==> src/rtl/wb_regfile.sv <==
// -----------------------------------------------------------------------------
// wb_regfile
//
// Write-back end of the pipeline. Results from the memory stage are captured in
// the MEM/WB latch. One cycle later they are committed into the general-purpose
// register file. Two independent combinational read ports feed the decode
// stage. Register 0 always reads as zero and is never written.
//
// Optional feature macro: WB_BYPASS_EN
//   defined   : a read whose address matches a valid, non-zero latched
//               destination returns the latched data. The read sees the value
//               one cycle before it is committed.
//   undefined : reads return the register array contents only.
//
// Ports:
//   clk, rst               clock (rising edge); asynchronous active-high reset
//   mem_wd/mem_wreg/mem_wdata  destination, write-enable and data from memory stage
//   stall                  hold the MEM/WB latch contents
//   flush                  load a bubble into the MEM/WB latch (wins over stall)
//   wb_wd/wb_wreg/wb_wdata MEM/WB latch contents
//   re1/raddr1/rdata1      read port 1 (enable, address, data)
//   re2/raddr2/rdata2      read port 2 (enable, address, data)
// -----------------------------------------------------------------------------
module wb_regfile #(
    parameter int DATA_W = 32,
    parameter int ADDR_W = 5,
    parameter int NREGS  = 32
) (
    input  logic              clk,
    input  logic              rst,
    input  logic [ADDR_W-1:0] mem_wd,
    input  logic              mem_wreg,
    input  logic [DATA_W-1:0] mem_wdata,
    input  logic              stall,
    input  logic              flush,
    output logic [ADDR_W-1:0] wb_wd,
    output logic              wb_wreg,
    output logic [DATA_W-1:0] wb_wdata,
    input  logic              re1,
    input  logic [ADDR_W-1:0] raddr1,
    output logic [DATA_W-1:0] rdata1,
    input  logic              re2,
    input  logic [ADDR_W-1:0] raddr2,
    output logic [DATA_W-1:0] rdata2
);

    logic [DATA_W-1:0] regs [NREGS];

    // MEM/WB latch: flush beats stall, stall beats load.
    always_ff @(posedge clk or posedge rst) begin
        if (rst) begin
            wb_wd    <= '0;
            wb_wreg  <= 1'b0;
            wb_wdata <= '0;
        end else if (flush) begin
            wb_wd    <= '0;
            wb_wreg  <= 1'b0;
            wb_wdata <= '0;
        end else if (!stall) begin
            wb_wd    <= mem_wd;
            wb_wreg  <= mem_wreg;
            wb_wdata <= mem_wdata;
        end
    end

    // Commit uses the latch contents from before the edge. Therefore a flush
    // does not cancel the entry being committed. While the pipeline is stalled,
    // the same entry is rewritten every cycle. This is harmless.
    always_ff @(posedge clk or posedge rst) begin
        if (rst) begin
            for (int i = 0; i < NREGS; i++) begin
                regs[i] <= '0;
            end
        end else if (wb_wreg && (wb_wd != '0)) begin
            regs[wb_wd] <= wb_wdata;
        end
    end

    // Read port priority: disabled or in reset, then register 0, then optional
    // bypass from the latch, then the array.
    function automatic logic [DATA_W-1:0] read_port(
        input logic              en,
        input logic [ADDR_W-1:0] addr
    );
        logic [DATA_W-1:0] val;
        if (rst || !en || (addr == '0)) begin
            val = '0;
        end
`ifdef WB_BYPASS_EN
        else if (wb_wreg && (wb_wd != '0) && (addr == wb_wd)) begin
            val = wb_wdata;
        end
`endif
        else begin
            val = regs[addr];
        end
        return val;
    endfunction

    always_comb begin
        rdata1 = read_port(re1, raddr1);
    end

    always_comb begin
        rdata2 = read_port(re2, raddr2);
    end

endmodule

==> config.mk <==
export PLATFORM = sky130hd
export DESIGN_NAME = wb_regfile
export DESIGN_NICKNAME = d
export VERILOG_FILES = /design/src/rtl/wb_regfile.sv
export SDC_FILE = /design/constraint.sdc
export NUM_CORES = 2
export LEC_CHECK = 0
export BUFFER_PORTS_ARGS = -buffer_cell sky130_fd_sc_hd__buf_2
export CORE_MARGIN = 8
export CORE_UTILIZATION = 45
export DETAILED_ROUTE_END_ITERATION = 8
export GPL_TIMING_DRIVEN = 0
export MAX_ROUTING_LAYER = met4
export PLACE_DENSITY = 0.73
export SLEW_MARGIN = 20
export SYNTH_ARGS = -nofsm -noshare
export SYNTH_HDL_FRONTEND = slang
export SYNTH_SLANG_ARGS = --single-unit
==> constraint.sdc <==
create_clock -name clk -period 44.5 [get_ports clk]
set_input_delay 6.675 -clock clk [delete_from_list [all_inputs] [get_ports clk]]
set_output_delay 6.675 -clock clk [all_outputs]
set_load 0.01 [all_outputs]
======== After elaboration in Yosys (flattened, before gate mapping) ========
Cells that the tools add are included.
Widths: inputs -> output; s select.
storage, ports and cells
  register bits ........................... 1062
  bits of input ports ..................... 54
  output and inout bits ................... 102
  word-level logic and storage cells ...... 71
cells by class
  $lt $le $gt $ge ......................... 4
  equal/unequal tests ..................... 1
  multiplexer cells ....................... 17
  bitwise operators ....................... 3
  reductions and logical operators ........ 11
operator list
  kind                count
  $bwmux 1024         1
  $bmux 32 s5         2
  $mux 32             9
  $demux 32 s5        1
  $ge 6x6->1 const B  3
  $not 5->6           3
  $logic_not 5->1     2
  $mux 5              2
  $lt 6x1->1 const B  1
  $reduce_bool 5->1   1
  $logic_or 1x1->1    4
  $logic_and 1x1->1   2
  $logic_not 1->1     2
  $mux 1              2
  $ne 2x1->1 const B  1

======== Logic depth before layout (Yosys ltp) ========
  depth after elaboration ................. 6
  mapped depth ............................ 9

======== Worst setup path after synthesis ========
OpenSTA, ideal clock, no wires.
  path kind ............................... input to output
  from .................................... input rst
  to ...................................... output rdata1[14]
  arrival ................................. 31.441 ns
  slack ................................... 6.384 ns
  cell stages on the path ................. 6
  buffers on the path ..................... 2
  path through ............................ inv_1 > and3_1 > buf_1 > clkbuf_1 > nand3_1 > a32oi_1
on the way
  word-level cells in the longest chain between the ends .. 3
ends and longest elaborated chain
  what                           line  text
  start, declared                30    input logic rst,
  $logic_or 1x1->1 (2 in a row)  86    if (rst || !en || (addr == '0)) begin
  $mux 32                        86
  end, declared                  41    output logic [DATA_W-1:0] rdata1,
No other way between the ends.

======== Worst setup path after layout ========
  from .................................... input rst
  to ...................................... output rdata1[12]
The elaborated chain is that of the path after synthesis.

==> impl_results.rst <==
.. list-table::
   :header-rows: 1

   * - Metric
     - Value
   * - Tightest Hold Check Type
     - register to register
   * - I/O pin count
     - 156
   * - Number of antenna violations at the first check in global routing
     - 17
   * - Effective utilization at floorplan
     - 45.27%
   * - Average via count per standard cell
     - 6.746
   * - Result of the run
     - completed
   * - Critical path arrival
     - 10.70 ns
   * - Synth top area share
     - 46.81%
   * - Global router's overall resource usage
     - 34.10%
   * - H-tree levels
     - 3
   * - Number of CTS-inserted buffers
     - 115
   * - Count of endpoints failing setup in the final report
     - 0
   * - Final critical-path required period
     - 17.38 ns
   * - Clk buf depth
     - 3
   * - Layout Cell Area excl Fill
     - 0.06395 mm^2
   * - Number of remaining DRC errors
     - 0
   * - EDFF count, synth
     - 0
   * - Number of cells produced by synthesis
     - 4040
   * - Maximum Capacitance Violations
     - 0
   * - Clk_lat worst skew
     - 0.76 ns
   * - Final weighted congestion of routability-driven global placement
     - 1.077
   * - Endpoint class of the critical path
     - primary output
   * - Total setup buffers inserted after CTS
     - 0
   * - Number of distinct library cells after synthesis
     - 42
   * - Worst Max-Slew Pin Slew
     - 1.294 ns
   * - Tcrit/Tclk final
     - 39.05%
   * - Fraction of synthesis flops using an asynchronous set or reset pin
     - 100.0%
   * - Pin count of the biggest net entering global routing
     - 104
   * - Iteration-0 DRC count of the detailed router
     - 6015
   * - Number of register bits inferred by synthesis
     - 1062
   * - Standard-cell rows
     - 130
   * - Floorplan die area
     - 0.1378 mm^2
   * - Count of final hold-check violations
     - 0
   * - I/O Buffers
     - 148
   * - Synthesized cell area
     - 0.05677 mm^2
   * - Synthesized area per cell
     - 14.05 um^2
   * - Die width
     - 371.2 um
   * - Total count of max-transition violations in the final report
     - 0
   * - Part of the total power dissipated in combinational logic
     - 11.7%
   * - Buffer type at the clock tree root
     - sky130_fd_sc_hd__clkbuf_16
   * - Critical path start-end classification
     - input port to primary output
   * - Synthesized Nets
     - 4094
   * - Sort of element at the start of the critical path
     - input port
   * - Worst reg2reg path depth
     - 5
   * - First-pass GRT wire length
     - 319.9 mm
   * - RSZ-0062 raised after global routing
     - false
   * - Syn. warnings
     - 0
   * - Hold path startpoint
     - regs[1008]
   * - Top FF cell, synth
     - sky130_fd_sc_hd__dfrtp_1
   * - Clock transition at the register clock pins on the worst setup and hold paths after CTS
     - 0.06 ns
   * - Metal3 WL
     - 29.86 mm
   * - Capture instance of the worst register-to-register path
     - regs[534]
   * - Sequential power share
     - 44.8%
   * - Power dissipated by switching net loads
     - 622.7 uW
   * - Power per cell area
     - 35.84 mW/mm^2
   * - Worst voltage drop across the vdd grid
     - 0.03083 mV
   * - Instance area at placement
     - 0.06001 mm^2
   * - Final clock skew
     - 0.03488 ns
   * - Total length of routed met2 wires
     - 97.81 mm
   * - Area occupied by registers
     - 0.02658 mm^2
   * - Area taken by multi-input logic gates
     - 0.02784 mm^2
   * - DRT Wirelength
     - 232.6 mm
   * - Most frequent cells after synthesis
     - sky130_fd_sc_hd__mux2_2, sky130_fd_sc_hd__dfrtp_1, sky130_fd_sc_hd__mux2i_1, sky130_fd_sc_hd__mux4_2, sky130_fd_sc_hd__clkbuf_1
   * - Clock group share of total power
     - 43.5%
   * - Total placed cells including tap cells
     - 5853
   * - Via count of the first global-routing pass
     - 40566
   * - TritonCTS Sinks
     - 1062
   * - Top achievable clock speed
     - 57.54 MHz
   * - Layout Nets
     - 4375
   * - Detailed placement HPWL
     - 173.4 mm
   * - Number of buffers inserted by hold repair at cts
     - 0
   * - Hold Path Stages
     - 1
   * - Library cell with the highest instance count after synthesis
     - sky130_fd_sc_hd__mux2_2
   * - Maximum net fanout on the critical path
     - 100
   * - TritonCTS clock tree
     - done
   * - Cell taking the most area after synthesis
     - sky130_fd_sc_hd__dfrtp_1
   * - Post-synthesis sequential area ratio
     - 46.81%
   * - WL/cell
     - 38.24 um
   * - Endpoint required time on the critical path
     - 37.83 ns
   * - Sw Ratio
     - 27.17%
   * - 1st-pass router iterations
     - 7
   * - Highest metal used
     - met4
   * - Area growth from synthesis to layout
     - 12.64%
   * - Number of filler instances in the final layout
     - 10611
   * - Count of placed standard cells in the final layout, fillers left out
     - 6084
   * - Met1 WL
     - 89.58 mm
   * - Top post-synthesis cells by area
     - sky130_fd_sc_hd__dfrtp_1, sky130_fd_sc_hd__mux2_2, sky130_fd_sc_hd__mux4_2
   * - Share of cells above drive strength 1
     - 44.10%
   * - Height of the die
     - 371.2 um
   * - Post-cts resize count
     - 0
   * - Leakage power
     - 30.23 nW
   * - Routed via count
     - 41043
   * - Int Pwr
     - 1.669 mW
   * - Launch instance of the worst register-to-register path
     - wb_wd[0]
   * - GRT Residual Overflow
     - 0
   * - Sink of the worst hold path
     - regs[1008]
   * - Slack of the worst reg-to-reg path
     - 41.48 ns
   * - Max transition margin
     - 13.74%
   * - Core ar.
     - 0.1254 mm^2
   * - Final ANT Viol Nets
     - 0
[per-layer routing]
metal | global-route usage (%) | up-vias
met5 | - | -
met4 | 19.27 | 0
met3 | 12.65 | 651
met2 | 47.11 | 2763
met1 | 43.00 | 21643
li1 | - | 15986
[final cells by class]
type / count / share of cell area (%)
buffer: 458 / 3.702
clock buffer: 188 / 5.576
clock inverter: 25 / 0.4970
tap: 1650 / 3.228
inverter: 5 / 0.04109
timing repair buffer: 164 / 1.798
multi-input combinational: 2515 / 43.53
sequential: 1062 / 41.56
antenna: 17 / 0.06652
[critical path, stage by stage]
cell	delay, ns
sky130_fd_sc_hd__buf_2	0.20
sky130_fd_sc_hd__inv_8	0.37
sky130_fd_sc_hd__buf_16	0.42
sky130_fd_sc_hd__and3_1	0.26
sky130_fd_sc_hd__buf_1	0.26
sky130_fd_sc_hd__clkbuf_1	0.70
sky130_fd_sc_hd__nand3_1	0.54
sky130_fd_sc_hd__a32oi_1	0.85
sky130_fd_sc_hd__buf_2	0.28
[worst max-delay path by stage]
stage / slack [ns] / from / endpoint / cells past startpoint
finish: 27.12 / rst / rdata1[12] / 9
CTS: 27.38 / rst / rdata1[13] / 9
global route: 27.07 / rst / rdata1[12] / 9
floorplan: 6.38 / rst / rdata1[14] / 6
detailed placement: 27.40 / rst / rdata1[13] / 9
global placement: -4.96 / rst / rdata1[11] / 8
[cells by family (layout without fill, tap and decap cells)]
family	count (synthesis)	count (layout)	share of synthesized area, %
flip-flops	1062	1062	46.81
AND/OR/NAND/NOR	215	215	1.818
buffers and inverters	463	840	4.168
AO/OA/AOI/OAI	442	442	5.596
multiplexers	1858	1858	41.61
other	0	17	0
[power groups by stage]
stage,sequential (mW),combinational [mW],clock (mW)
global placement,1.04,0.252,0
detailed placement,1.04,0.259,0
global route,1.03,0.274,1.03
floorplan,1.03,0.154,0
finish,1.03,0.268,0.996
CTS,1.03,0.260,0.999
[cells in the final DEF, fill, tap and decap left out, types with 8 or more instances in the layout]
cell	synthesis	final
sky130_fd_sc_hd__nand2_1	54	54
sky130_fd_sc_hd__o21ai_0	59	59
sky130_fd_sc_hd__a22oi_1	157	157
sky130_fd_sc_hd__dfrtp_1	1062	1062
sky130_fd_sc_hd__a221oi_1	62	62
sky130_fd_sc_hd__clkbuf_1	226	249
sky130_fd_sc_hd__buf_4	29	29
sky130_fd_sc_hd__buf_12	6	8
sky130_fd_sc_hd__mux4_2	293	293
sky130_fd_sc_hd__a21oi_1	55	55
sky130_fd_sc_hd__buf_2	139	291
sky130_fd_sc_hd__mux2_1	8	8
sky130_fd_sc_hd__diode_2	0	17
sky130_fd_sc_hd__nand3_1	61	61
sky130_fd_sc_hd__o211ai_1	33	33
sky130_fd_sc_hd__mux2i_1	480	480
sky130_fd_sc_hd__clkbuf_8	0	35
sky130_fd_sc_hd__buf_1	26	22
sky130_fd_sc_hd__buf_6	26	27
sky130_fd_sc_hd__mux2_2	1077	1077
sky130_fd_sc_hd__clkinv_2	0	12
sky130_fd_sc_hd__a32oi_1	62	62
sky130_fd_sc_hd__nor2_1	57	54
sky130_fd_sc_hd__clkbuf_2	0	12
sky130_fd_sc_hd__clkbuf_16	0	118
sky130_fd_sc_hd__buf_16	0	13
[sequential cells by signal, indices dropped and copies added (netlist names)]
signal / count
wb_wreg: 1
wb_wdata: 32
wb_wd: 5
regs: 1024
[metrics by stage]
step	power (mW)	hold slack (ns)	setup TNS (ns)	worst slack [ns]	utilization, %
after floorplan	1.187	0.4413	0	6.384	-
after global placement	1.295	0.4574	-4794.02	-4.960	47.51
after detailed placement	1.301	0.4661	0	27.40	47.85
after CTS	2.284	0.4817	0	27.38	50.95
after global routing	2.338	0.4967	0	27.07	50.98
final	2.292	0.4806	0	27.12	50.99
Note: power is estimated with default switching activity, not from simulation.
